**config.mk**
```make
export PLATFORM = sky130hd
export DESIGN_NAME = multi_nibble_adder
export DESIGN_NICKNAME = d
export VERILOG_FILES = /design/src/rtl/multi_nibble_adder.sv
export SDC_FILE = /design/constraint.sdc
export NUM_CORES = 1
export LEC_CHECK = 0
export BUFFER_PORTS_ARGS = -buffer_cell sky130_fd_sc_hd__buf_2
export CORE_UTILIZATION = 64
export DETAILED_ROUTE_END_ITERATION = 8
export HOLD_SLACK_MARGIN = 0.12
export PLACE_DENSITY_LB_ADDON = 0.08
export SYNTH_ARGS = -nofsm -noshare
export SYNTH_HDL_FRONTEND = slang
export SYNTH_SLANG_ARGS = --single-unit
```
**constraint.sdc**
```tcl
create_clock -name clk -period 4.5 [get_ports clk]
set_input_delay 1.125 -clock clk [delete_from_list [all_inputs] [get_ports clk]]
set_output_delay 1.125 -clock clk [all_outputs]
set_load 0.01 [all_outputs]
```
**src/rtl/multi_nibble_adder.sv**
```systemverilog
// Nibble-serial adder/subtractor with pushbutton operand entry.
// Buttons are synchronized and debounced; a WIDTH-bit result is produced one nibble per cycle.
module multi_nibble_adder #(
  parameter int unsigned WIDTH      = 8,
  parameter int unsigned DEB_CYCLES = 4
) (
  input  logic             clk,
  input  logic             rst_n,
  input  logic             pb1,
  input  logic             pb2,
  input  logic             pb3,
  input  logic             pb4,
  input  logic             sub,
  input  logic [3:0]       Y,
  output logic [WIDTH-1:0] Z,
  output logic             Cout,
  output logic             ovf,
  output logic             busy,
  output logic             valid
);

  localparam int unsigned NIB = WIDTH / 4;
  localparam int unsigned PW  = (NIB > 1) ? $clog2(NIB) : 1;
  localparam logic [PW-1:0] LAST     = PW'(NIB - 1);
  localparam logic [7:0]    DEB_LAST = 8'(DEB_CYCLES - 1);

  typedef enum logic [1:0] {IDLE, CALC, DONE} state_t;

  logic [3:0]      raw;
  logic [3:0]      sync1_q, sync1_d, sync2_q, sync2_d;
  logic [3:0][7:0] cnt_q, cnt_d;
  logic [3:0]      armed_q, armed_d;
  logic [3:0]      pulse_q, pulse_d;

  assign raw = {pb4, pb3, pb2, pb1};

  // An armed button counts high cycles and fires; a disarmed one counts low cycles to re-arm.
  always_comb begin
    sync1_d = raw;
    sync2_d = sync1_q;
    cnt_d   = cnt_q;
    armed_d = armed_q;
    pulse_d = '0;
    for (int unsigned i = 0; i < 4; i++) begin
      if (sync2_q[i] == armed_q[i]) begin
        if (cnt_q[i] == DEB_LAST) begin
          cnt_d[i]   = '0;
          armed_d[i] = ~armed_q[i];
          pulse_d[i] = armed_q[i];
        end else begin
          cnt_d[i] = cnt_q[i] + 8'd1;
        end
      end else begin
        cnt_d[i] = '0;
      end
    end
  end

  state_t           state_q, state_d;
  logic [WIDTH-1:0] a_q, a_d, b_q, b_d, shadow_q, shadow_d;
  logic [PW-1:0]    pa_q, pa_d, pb_q, pb_d, idx_q, idx_d;
  logic             carry_q, carry_d, mode_q, mode_d;
  logic [WIDTH-1:0] z_q, z_d;
  logic             cout_q, cout_d, ovf_q, ovf_d, busy_q, busy_d, valid_q, valid_d;

  logic [3:0] a_nib, b_nib, b_eff;
  logic [4:0] sum5;
  logic [3:0] low3;

  always_comb begin
    a_nib = a_q[4*idx_q +: 4];
    b_nib = b_q[4*idx_q +: 4];
    b_eff = mode_q ? ~b_nib : b_nib;
    sum5  = {1'b0, a_nib} + {1'b0, b_eff} + {4'b0, carry_q};
    low3  = {1'b0, a_nib[2:0]} + {1'b0, b_eff[2:0]} + {3'b0, carry_q};
  end

  always_comb begin
    state_d  = state_q;
    a_d      = a_q;
    b_d      = b_q;
    pa_d     = pa_q;
    pb_d     = pb_q;
    idx_d    = idx_q;
    carry_d  = carry_q;
    mode_d   = mode_q;
    shadow_d = shadow_q;
    z_d      = z_q;
    cout_d   = cout_q;
    ovf_d    = ovf_q;
    valid_d  = 1'b0;
    if (pulse_q[3]) begin
      a_d     = '0;
      b_d     = '0;
      pa_d    = '0;
      pb_d    = '0;
      state_d = IDLE;
    end else begin
      case (state_q)
        IDLE: begin
          if (pulse_q[0]) begin
            a_d[4*pa_q +: 4] = Y;
            pa_d = (pa_q == LAST) ? '0 : pa_q + 1'b1;
          end
          if (pulse_q[1]) begin
            b_d[4*pb_q +: 4] = Y;
            pb_d = (pb_q == LAST) ? '0 : pb_q + 1'b1;
          end
          if (pulse_q[2]) begin
            state_d = CALC;
            idx_d   = '0;
            carry_d = sub;
            mode_d  = sub;
          end
        end
        CALC: begin
          shadow_d[4*idx_q +: 4] = sum5[3:0];
          carry_d = sum5[4];
          // Result registers load on entry to DONE so they are visible during the DONE cycle.
          if (idx_q == LAST) begin
            state_d = DONE;
            z_d     = shadow_d;
            cout_d  = sum5[4];
            ovf_d   = low3[3] ^ sum5[4];
            valid_d = 1'b1;
          end else begin
            idx_d = idx_q + 1'b1;
          end
        end
        DONE:    state_d = IDLE;
        default: state_d = IDLE;
      endcase
    end
    busy_d = (state_d != IDLE);
  end

  always_ff @(posedge clk or negedge rst_n) begin
    if (!rst_n) begin
      sync1_q  <= '0;
      sync2_q  <= '0;
      cnt_q    <= '0;
      armed_q  <= '1;
      pulse_q  <= '0;
      state_q  <= IDLE;
      a_q      <= '0;
      b_q      <= '0;
      pa_q     <= '0;
      pb_q     <= '0;
      idx_q    <= '0;
      carry_q  <= 1'b0;
      mode_q   <= 1'b0;
      shadow_q <= '0;
      z_q      <= '0;
      cout_q   <= 1'b0;
      ovf_q    <= 1'b0;
      busy_q   <= 1'b0;
      valid_q  <= 1'b0;
    end else begin
      sync1_q  <= sync1_d;
      sync2_q  <= sync2_d;
      cnt_q    <= cnt_d;
      armed_q  <= armed_d;
      pulse_q  <= pulse_d;
      state_q  <= state_d;
      a_q      <= a_d;
      b_q      <= b_d;
      pa_q     <= pa_d;
      pb_q     <= pb_d;
      idx_q    <= idx_d;
      carry_q  <= carry_d;
      mode_q   <= mode_d;
      shadow_q <= shadow_d;
      z_q      <= z_d;
      cout_q   <= cout_d;
      ovf_q    <= ovf_d;
      busy_q   <= busy_d;
      valid_q  <= valid_d;
    end
  end

  assign Z     = z_q;
  assign Cout  = cout_q;
  assign ovf   = ovf_q;
  assign busy  = busy_q;
  assign valid = valid_q;

endmodule

```
==> results of run 1 <==
-- worst register-to-register path, stage by stage, from the launching register on --
cell,delay [ps]
dfrtp_1,630
mux2i_1,280
xor2_1,220
fa_1,230
inv_1,60
fa_1,400
a21o_1,190
a21oi_1,270
a21oi_1,110
mux2_2,260
-- cells in the final DEF (no fill, tap or decap), types with 3 or more instances in the layout --
| cell | instances |
|---|---|
| xnor2_1 | 13 |
| ha_1 | 7 |
| nand3_1 | 11 |
| and3_1 | 11 |
| mux2i_1 | 15 |
| a21oi_1 | 19 |
| inv_1 | 10 |
| nand2_1 | 37 |
| o21ai_0 | 16 |
| nor2_1 | 50 |
| dfstp_2 | 4 |
| buf_2 | 21 |
| clkbuf_8 | 9 |
| mux2_2 | 7 |
| dfrtp_1 | 83 |
| and2_1 | 4 |
| nand4_1 | 3 |
| xor2_1 | 21 |
-- worst max-delay path by stage --
stage / slack, ps / endpoint / from
after floorplan: 2120 / carry_q$_DFFE_PN0P_ / idx_q$_DFFE_PN0P_
after global placement: 1940 / carry_q$_DFFE_PN0P_ / idx_q$_DFFE_PN0P_
after detailed placement: 1800 / carry_q$_DFFE_PN0P_ / idx_q$_DFFE_PN0P_
after CTS: 1770 / carry_q$_DFFE_PN0P_ / idx_q$_DFFE_PN0P_
after global routing: 1600 / carry_q$_DFFE_PN0P_ / idx_q$_DFFE_PN0P_
final: 1740 / carry_q$_DFFE_PN0P_ / idx_q$_DFFE_PN0P_
-- power by group --
group	total [mW]	switching [mW]	internal, mW
registers	1.14	0.157	0.982
logic	0.820	0.448	0.372
clock network	0.543	0.283	0.260
total	2.50	0.888	1.61
-- synthesized netlist by cell type (all sizes together) (3+ instances only) --
master	number	area, um^2
dfrtp	83	2080
nor2	50	188
nand2	37	139
xor2	21	184
a21oi	19	95.1
o21ai	16	80.1
mux2i	15	150
and3	13	83.8
xnor2	13	114
nand3	11	55.1
inv	10	37.5
clkbuf	7	26.3
ha	7	87.6
mux2	7	78.8
buf	5	26.3
and2	4	25.0
dfstp	4	105
nand4	3	18.8
or2	3	21.3
-- cell families (layout without fill, tap and decap cells) --
| group | count (synthesis) | in the layout | share of synthesized area |
|---|---|---|---|
| AO/OA/AOI/OAI | 39 | 39 | 0.0540 |
| flip-flops | 87 | 87 | 0.574 |
| adder cells (fa/ha/maj) | 9 | 9 | 0.0336 |
| XOR/XNOR | 34 | 34 | 0.0783 |
| buffers and inverters | 23 | 50 | 0.0247 |
| AND/OR/NAND/NOR | 135 | 135 | 0.175 |
| multiplexers | 22 | 22 | 0.0602 |
-- cell type report --
cell class	instances	area, um^2
tap	72	90.1
clock inverter	6	67.6
timing repair buffer	23	120
multi-input combinational	239	1530
clock buffer	10	128
fill	416	1450
inverter	11	41.3
sequential	87	2180
-- metrics by stage --
stage / utilization / hold WS [ps] / total power [mW] / cell area [um^2]
floorplan: - / 331 / 1.74 / 3800
global placement: 0.706 / 333 / 1.92 / 3960
detailed placement: 0.706 / 337 / 1.97 / 3960
CTS: 0.741 / 356 / 2.51 / 4160
global route: 0.741 / 360 / 2.68 / 4160
finish: 0.741 / 353 / 2.50 / 4160
-- state kept, by name (all words and copies together), names as in the netlist --
signal	flops
pulse_q	4
pa_q	1
shadow_q	4
Cout	1
ovf	1
valid	1
sync2_q	4
mode_q	1
a_q	8
idx_q	1
cnt_q	32
sync1_q	4
armed_q	4
state_q	2
carry_q	1
b_q	8
pb_q	1
busy	1
Z	8
-- per-layer routing --
layer / up-vias / global-route usage / share of wire
met5: - / 0 / 0
met4: 0 / 0.102 / 0.024
met3: 14 / 0.0598 / 0.032
met2: 39 / 0.368 / 0.46
met1: 1211 / 0.327 / 0.48
li1: 1206 / - / -
==> out/summary.txt, run 1 <==
GRT Total Usage -> 0.240
Post-DP HPWL -> 4.36 mm
Antenna violations before repair -> 0
CTS tree -> yes
Post-cts resize count -> 0
H-Tree Depth -> 3
Worst-path fanout max -> 10
DR vias -> 2470
Worst hold endpoint -> sync2_q[0]$_DFF_PN0_
Nets -> 391
TritonRoute pass-1 iters -> 4
Post-synth ARST share -> 1.00
Ys flop type -> dfrtp_1
Placed Cells -> 432
Reg2Reg Depth -> 9
Min setup slack post-route -> 1740 ps
Per-cell routed wire length -> 14.3 um
# rows -> 27
Number of distinct library cells after synthesis -> 36
CP Launch Type -> register
Core Footprint -> 0.00561 mm^2
GR Overflow Total -> 0
Drt initial violations -> 141
Number of global-route vias before repair -> 2468
Post-route ant nets -> 0
Synth warnings -> 0
Cell depth of the worst setup path -> 9
Worst-path clk slew -> 80 ps
Fin. max-slew vios -> 0
Worst hold path type -> register to register
Fraction of layout cells with a size suffix above 1 -> 0.154
Slew Limit Headroom -> 0.441
Min Tclk post-route -> 2760 ps
Slowest stage cell, crit path -> dfrtp_1
Root Driver -> clkbuf_8
Worst IR Drop VDD -> 374 uV
Cts hold-fix bufs -> 0
Clock sinks -> 87
Global-route wire length before repair -> 11.4 mm
Max Clock Freq -> 363 MHz
Final cycle utilization of the critical path -> 0.613
Cells after synthesis -> 349
Worst r2r src -> idx_q$_DFFE_PN0P_
Area Growth Syn to Fin -> 9.28%
Seq cells post-synth -> 87
Final setup violating endpoints -> 0
Top cell family by delay on the critical path -> flip-flops
Hold path depth -> 0
Setup Slack @ Placement -> 1800 ps
Cts bufs inserted -> 9
Sequential fraction of the synthesis area -> 0.574
# IOs -> 23
Number of I/O port buffers -> 22
CP endpoint kind -> register
Later-pin clock latency in the skew report -> 360 ps
CP peak stage delay -> 630 ps
DR vias/cell -> 5.51
R2r setup slk -> 1740 ps
Lkg Pwr -> 2.00 nW
Hold Startpoint -> sync1_q[0]$_DFF_PN0_
Number of synthesized flops with an enable pin -> 0
Max Cap Viol -> 0
Worst path bufs/invs -> 1
Die Y -> 79.1 um
PD cells -> 602 mW/mm^2
FF-to-FF End -> carry_q$_DFFE_PN0P_
Final hold violations -> 0
Critical Path RT -> 4740 ps
Layout Skew -> 14.3 ps
Crit path DAT -> 3000 ps
Status -> finished, final reports clean
Setup TNS -> 0 ps
RSZ-0062 raised after global routing -> false
DRC viols -> 0
CTS max path bufs -> 2
Layout Cells excl Fill -> 448
Worst-margin pin slew -> 838 ps
Initial core utilization -> 0.678
Post-Synthesis Cell Area -> 0.00380 mm^2
CP Class -> register to register
Routed Wire Length -> 6.40 mm
DIE AREA -> 0.00625 mm^2
Syn Area/Cell -> 10.9 um^2
GP Congestion -> 0.795
Post-Syn Nets -> 369
Antenna cells -> 0
Number of setup buffers added after CTS -> 0
Largest net degree at the start of global routing -> 71
Die Wd -> 79.1 um
Crit-path cells -> mux2i_1 -> xor2_1 -> fa_1 -> inv_1 -> fa_1 -> a21o_1 -> a21oi_1 -> a21oi_1 -> mux2_2
No activity file was read; power rests on OpenSTA's default activity.
==> run 2, diff against run 1 <==
--- a/config.mk
+++ b/config.mk
@@ -6,7 +6,7 @@
 export NUM_CORES = 1
 export LEC_CHECK = 0
 export BUFFER_PORTS_ARGS = -buffer_cell sky130_fd_sc_hd__buf_2
-export CORE_UTILIZATION = 64
+export CORE_UTILIZATION = 54
 export DETAILED_ROUTE_END_ITERATION = 8
 export HOLD_SLACK_MARGIN = 0.12
 export PLACE_DENSITY_LB_ADDON = 0.08
==> constraint.sdc (replaced) <==
create_clock -name clk -period 2.45 [get_ports clk]
set_input_delay 0.6125 -clock clk [delete_from_list [all_inputs] [get_ports clk]]
set_output_delay 0.6125 -clock clk [all_outputs]
set_load 0.01 [all_outputs]
==> run 2 against run 1 <==
Net effect:
- design area rose by 2.6%
- sequential power rose by 80%
- die area rose by 18%
- global-route usage fell by 4.6 points
- flip-flop and latch count did not move
- clock-buffer cell count did not move
- sequential share of layout area fell by 1.4 points
- total power rose by 87%
- critical path depth rose by 1
- via count fell by 1.4%
- routed wire length fell by 3.9%
- critical endpoint is now ovf$_DFFE_PN0P_
==> out/summary.txt, run 2 (synthesis results as in run 1) <==
Slew Limit Headroom -> 0.684 (+0.243)
DIE AREA -> 0.00738 mm^2 (+18%)
Multi-input logic area -> 0.00154 mm^2 (+1.1%)
Area Growth Syn to Fin -> 12.2%
PD cells -> 1090 mW/mm^2 (+82%)
Max Clock Freq -> 438 MHz (+21%)
Final hold slack -> 200 ps (-153 ps)
Worst-path clk slew -> 90 ps (about the same)
Nets -> 396 (+1.3%)
Number of I/O port buffers -> 22 (unchanged)
Top cell family by delay on the critical path -> adder cells
Status -> finished, final reports clean
Final setup violating endpoints -> 0 (unchanged)
Fin. max-slew vios -> 0 (unchanged)
Later-pin clock latency in the skew report -> 360 ps (about the same)
Number of setup buffers added after CTS -> 0 (unchanged)
Core Footprint -> 0.00679 mm^2 (+21%)
Antenna cells -> 0 (unchanged)
Per-cell routed wire length -> 12.9 um (-9.7%)
Max Cap Viol -> 0 (unchanged)
Sequential cell area -> 0.00218 mm^2 (unchanged)
Total power -> 4.67 mW (+87%)
Worst hold path type -> primary input to asynchronous set/reset pin
Cts bufs inserted -> 9 (unchanged)
DRC viols -> 0 (unchanged)
GP Congestion -> 0.785 (-1.3%)
DR vias/cell -> 5.10 (-7.4%)
TritonRoute pass-1 iters -> 5 (+1)
DR vias -> 2435 (-1.4%)
Final cycle utilization of the critical path -> 0.931 (+0.318)
Max FFs per register -> 32 (unchanged)
Cts hold-fix bufs -> 0 (unchanged)
Worst-path fanout max -> 2 (-8)
Antenna violations before repair -> 0 (unchanged)
Post-cts resize count -> 0 (unchanged)
# IOs -> 23 (unchanged)
Commonest cells after routing, fill and taps aside -> 83 x dfrtp_1, 50 x nor2_1, 37 x nand2_1, 21 x xor2_1, 21 x buf_2
Die Wd -> 85.9 um (+8.6%)
Post-route ant nets -> 0 (unchanged)
CP Launch Type -> register
H-Tree Depth -> 3 (unchanged)
# rows -> 30 (+11%)
Fraction of layout cells with a size suffix above 1 -> 0.173 (+0.0190)
Setup TNS -> 0 ps (unchanged)
CTS max path bufs -> 2 (unchanged)
Clock sinks -> 87 (unchanged)
Biggest register -> cnt_q
Reg2Reg Depth -> 10 (+1)
Largest net degree at the start of global routing -> 39 (-45%)
CP endpoint kind -> register
Worst-margin pin slew -> 473 ps (-365 ps)
RSZ-0062 raised after global routing -> false
Post-DP HPWL -> 4.31 mm (-1.1%)
Global-route wire length before repair -> 10.9 mm (-3.9%)
Lkg Pwr -> 2.04 nW (+1.7%)
Drt initial violations -> 86 (-39%)
Crit path DAT -> 2530 ps (-470 ps)
Routed Wire Length -> 6.15 mm (-3.9%)
CP peak stage delay -> 400 ps (-230 ps)
FF-to-FF End -> ovf$_DFFE_PN0P_
Final hold violations -> 0 (unchanged)
Fill count -> 568 (+37%)
Critical Path RT -> 2700 ps (-2040 ps)
Root Driver -> clkbuf_8
GRT Total Usage -> 0.194 (-0.0462)
Slowest stage cell, crit path -> fa_1
CTS tree -> yes
R2r setup slk -> 170 ps (-1570 ps)
Number of global-route vias before repair -> 2332 (-5.5%)
Commonest non-fill, non-tap cell in the layout -> dfrtp_1
Worst r2r src -> idx_q$_DFFE_PN0P_
Worst IR Drop VDD -> 431 uV (+15%)
Die Y -> 85.9 um (+8.6%)
GR Overflow Total -> 0 (unchanged)
Initial core utilization -> 0.560 (-0.118)
Layout Skew -> 9.63 ps (-4.66 ps)
Crit-path cells -> mux2i_1 -> xor2_1 -> fa_1 -> inv_1 -> fa_1 -> a21o_1 -> a21oi_2 -> buf_4 -> xor2_1 -> o21ai_0
Worst path bufs/invs -> 2 (+1)
CP Launch Point -> idx_q$_DFFE_PN0P_
CP Class -> register to register
Min Tclk post-route -> 2280 ps (-476 ps)
run 2: changes by cell type in the layout (fill, tap and decap cells not counted):
cell	delta
buf_4	+3
a21oi_1	-1
a21oi_2	+1
buf_12	+1
buf_6	+1
clkbuf_1	-1
clkbuf_8	+1
mux2i_1	-1
mux2i_4	+1
run 2: report_power, final:
group / total (mW) / switching [mW] / internal (mW)
clock: 1.02 / 0.518 / 0.504
sequential: 2.05 / 0.250 / 1.80
combinational: 1.59 / 0.848 / 0.746
run 2: area by class of cell:
class                      instances  share of cell area
sequential                        87               0.512
clock buffer                      10              0.0323
tap                               96              0.0282
clock inverter                     6              0.0158
inverter                          11             0.00968
multi-input combinational        239               0.362
timing repair buffer              28              0.0408
run 2: worst reg2reg max path, stage by stage (launching register included):
cell and delay, ps:
dfrtp_1 380, mux2i_1 220, xor2_1 210, fa_1 210, inv_1 50, fa_1 400, a21o_1 190, a21oi_2 160
buf_4 130, xor2_1 130, o21ai_0 80
run 2: metal layers:
layer | GRT usage | routed length [um] | vias up
met3 | 0.0443 | 180 | 9
met2 | 0.291 | 2840 | 40
met5 | 0 | 0 | -
met4 | 0.0909 | 99 | 0
li1 | - | - | 1212
met1 | 0.269 | 3030 | 1174
run 2: metrics by stage:
stage,utilization,setup slack [ps],cells,area (um^2)
floorplan,-,67.8,349,3800
global placement,0.595,208,461,4040
detailed placement,0.595,112,461,4040
global route,0.628,25.2,477,4270
CTS,0.625,94.4,477,4250
finish,0.628,168,477,4270
run 2: how the worst max path moves through the flow:
| stage | end | slack [ps] | cells after the start |
|---|---|---|---|
| final | ovf$_DFFE_PN0P_ | 170 | 10 |
| after global routing | ovf$_DFFE_PN0P_ | 30 | 10 |
| after CTS | ovf$_DFFE_PN0P_ | 90 | 10 |
| after detailed placement | ovf$_DFFE_PN0P_ | 110 | 10 |
| after global placement | ovf$_DFFE_PN0P_ | 210 | 10 |
| after floorplan | carry_q$_DFFE_PN0P_ | 70 | 10 |
==> run 3, diff against run 2 <==
--- a/config.mk
+++ b/config.mk
@@ -6,8 +6,10 @@
 export NUM_CORES = 1
 export LEC_CHECK = 0
 export BUFFER_PORTS_ARGS = -buffer_cell sky130_fd_sc_hd__buf_2
+export CORE_MARGIN = 2
 export CORE_UTILIZATION = 54
 export DETAILED_ROUTE_END_ITERATION = 8
+export GPL_TIMING_DRIVEN = 0
 export HOLD_SLACK_MARGIN = 0.12
 export PLACE_DENSITY_LB_ADDON = 0.08
 export SYNTH_ARGS = -nofsm -noshare
==> run 3 against run 2 <==
Net effect:
- register-to-register slack barely moved
- clock-buffer cell count rose by 3
- worst hold slack worse by 28 ps
- critical endpoint unchanged
- largest cell class unchanged
- routed wire length is 0.91% lower
- first-iteration DRC count rose by 45%
==> out/summary.txt, run 3 (synthesis results as in run 1) <==
FF-to-FF End -> ovf$_DFFE_PN0P_
Post-route cell area -> 0.00427 mm^2 (+0.21%)
Sequential cell area -> 0.00218 mm^2 (unchanged)
Final setup violating endpoints -> 0 (unchanged)
Slew Limit Headroom -> 0.667 (-0.0176)
CTS max path bufs -> 2 (unchanged)
Worst-margin pin slew -> 500 ps (+26.4 ps)
Worst IR Drop VDD -> 491 uV (+14%)
Max Cap Viol -> 0 (unchanged)
Biggest register -> cnt_q
Root Driver -> clkbuf_8
Largest net degree at the start of global routing -> 59 (+51%)
Layout Cells excl Fill -> 487 (+2.1%)
Status -> finished, final reports clean
Per-cell routed wire length -> 12.5 um (-2.9%)
Worst hold path type -> primary input to asynchronous set/reset pin
Antenna cells -> 0 (unchanged)
Crit-path cells -> buf_6 -> mux2i_2 -> xor2_1 -> fa_2 -> inv_1 -> fa_2 -> a21o_1 -> a21oi_2 -> buf_4 -> xor2_1 -> o21ai_1
DIE AREA -> 0.00773 mm^2 (+4.7%)
Fraction of layout cells with a size suffix above 1 -> 0.171 (-0.00187)
Layout Skew -> 14.2 ps (+4.53 ps)
Die Y -> 87.9 um (+2.3%)
R2r setup slk -> 160 ps (about the same)
Worst-path clk slew -> 90 ps (about the same)
Number of global-route vias before repair -> 2233 (-4.2%)
Cts bufs inserted -> 9 (unchanged)
Min setup slack post-route -> 162 ps (-6.15 ps)
Max Clock Freq -> 437 MHz (-0.27%)
Commonest non-fill, non-tap cell in the layout -> dfrtp_1
H-Tree Depth -> 3 (unchanged)
Clock sinks -> 87 (unchanged)
Total power -> 4.60 mW (-1.6%)
Final hold violations -> 0 (unchanged)
Final hold slack -> 173 ps (-27.6 ps)
Antenna violations before repair -> 0 (unchanged)
Post-DP HPWL -> 4.22 mm (-2.1%)
Routed Wire Length -> 6.09 mm (-0.91%)
DR vias/cell -> 4.93 (-3.4%)
DRC viols -> 0 (unchanged)
CP peak stage delay -> 380 ps (-20 ps)
Die Wd -> 87.9 um (+2.3%)
Worst-path fanout max -> 5 (+3)
CP Launch Type -> register
Number of I/O port buffers -> 22 (unchanged)
Post-route ant nets -> 0 (unchanged)
CP Class -> register to register
Setup Slack @ Placement -> -209 ps (-320 ps)
Later-pin clock latency in the skew report -> 350 ps (about the same)
Fill count -> 568 (unchanged)
Slowest stage cell, crit path -> dfrtp_1
Reg2Reg Depth -> 11 (+1)
Area Growth Syn to Fin -> 12.4%
Fin. max-slew vios -> 0 (unchanged)
Fin util -> 0.629 (+0.00129)
RSZ-0062 raised after global routing -> false
GRT Total Usage -> 0.177 (-0.0173)
Final cycle utilization of the critical path -> 0.934 (+0.00251)
Critical Path RT -> 2670 ps (-30 ps)
Crit path DAT -> 2510 ps (-20 ps)
Max FFs per register -> 32 (unchanged)
# IOs -> 23 (unchanged)
Top cell family by delay on the critical path -> adder cells
PD cells -> 1080 mW/mm^2 (-1.8%)
Placed Cells -> 468 (+1.5%)
Worst r2r src -> idx_q$_DFFE_PN0P_
Global-route wire length before repair -> 10.4 mm (-4.8%)
Commonest cells after routing, fill and taps aside -> 83 x dfrtp_1, 50 x nor2_1, 37 x nand2_1, 23 x buf_2, 21 x xor2_1
Multi-input logic area -> 0.00154 mm^2 (-0.24%)
GR Overflow Total -> 0 (unchanged)
Cts hold-fix bufs -> 0 (unchanged)
Worst path bufs/invs -> 3 (+1)
Drt initial violations -> 125 (+45%)
Core Footprint -> 0.00679 mm^2 (unchanged)
GP Congestion -> 0.772 (-1.6%)
Dpl cell area -> 0.00406 mm^2 (+0.56%)
Setup TNS -> 0 ps (unchanged)
TritonRoute pass-1 iters -> 4 (-1)
CTS tree -> yes
CP endpoint kind -> register
Lkg Pwr -> 2.04 nW (+0.20%)
Initial core utilization -> 0.560 (unchanged)
Nets -> 406 (+2.5%)
# rows -> 30 (unchanged)
Min Tclk post-route -> 2290 ps (+6.15 ps)
DR vias -> 2401 (-1.4%)
-- run 3: area by class of cell --
| type | instances | area share |
|---|---|---|
| Clock inverter | 3 | 0.00498 |
| Timing Repair Buffer | 26 | 0.0381 |
| Buffer | 12 | 0.0138 |
| Clock buffer | 13 | 0.0348 |
| Multi-Input combinational cell | 239 | 0.360 |
| Sequential cell | 87 | 0.511 |
| Inverter | 11 | 0.00966 |
| Tap cell | 96 | 0.0281 |
-- run 3: metal layers --
metal	part of all wire	wire length, um	vias up	global-route usage
met3	0.040	246	9	0.0594
met2	0.45	2750	32	0.272
li1	-	-	1227	-
met5	0	0	-	0
met4	0.011	69	0	0.0503
met1	0.50	3030	1133	0.241
-- run 3: power breakdown --
group | switching, mW | leakage [nW] | internal [mW]
sequential | 0.215 | 1.14 | 1.80
clock | 0.469 | 0.0836 | 0.398
combinational | 0.908 | 0.819 | 0.802
total | 1.59 | 2.04 | 3.00
-- run 3: worst register-to-register path: cells and delay by family (launching register included) --
kind / cells / cell delay, ps
AO/OA/AOI/OAI: 3 / 380
XOR/XNOR: 2 / 340
adder cells (fa/ha/maj): 2 / 570
buffers and inverters: 3 / 320
flip-flops: 1 / 380
multiplexers: 1 / 200
-- run 3: worst max path at each step --
stage | start | to | cells past startpoint
floorplan | idx_q$_DFFE_PN0P_ | carry_q$_DFFE_PN0P_ | 10
global placement | idx_q$_DFFE_PN0P_ | carry_q$_DFFE_PN0P_ | 10
detailed placement | idx_q$_DFFE_PN0P_ | carry_q$_DFFE_PN0P_ | 10
CTS | idx_q$_DFFE_PN0P_ | ovf$_DFFE_PN0P_ | 11
global route | idx_q$_DFFE_PN0P_ | ovf$_DFFE_PN0P_ | 11
finish | idx_q$_DFFE_PN0P_ | ovf$_DFFE_PN0P_ | 11
-- run 3: repair_timing --
action	in CTS	in global routing
pin swaps	1	0
gates resized for setup	4	3
setup buffers	1	2
cloned	0	0
endpoints found under the setup margin	2	2
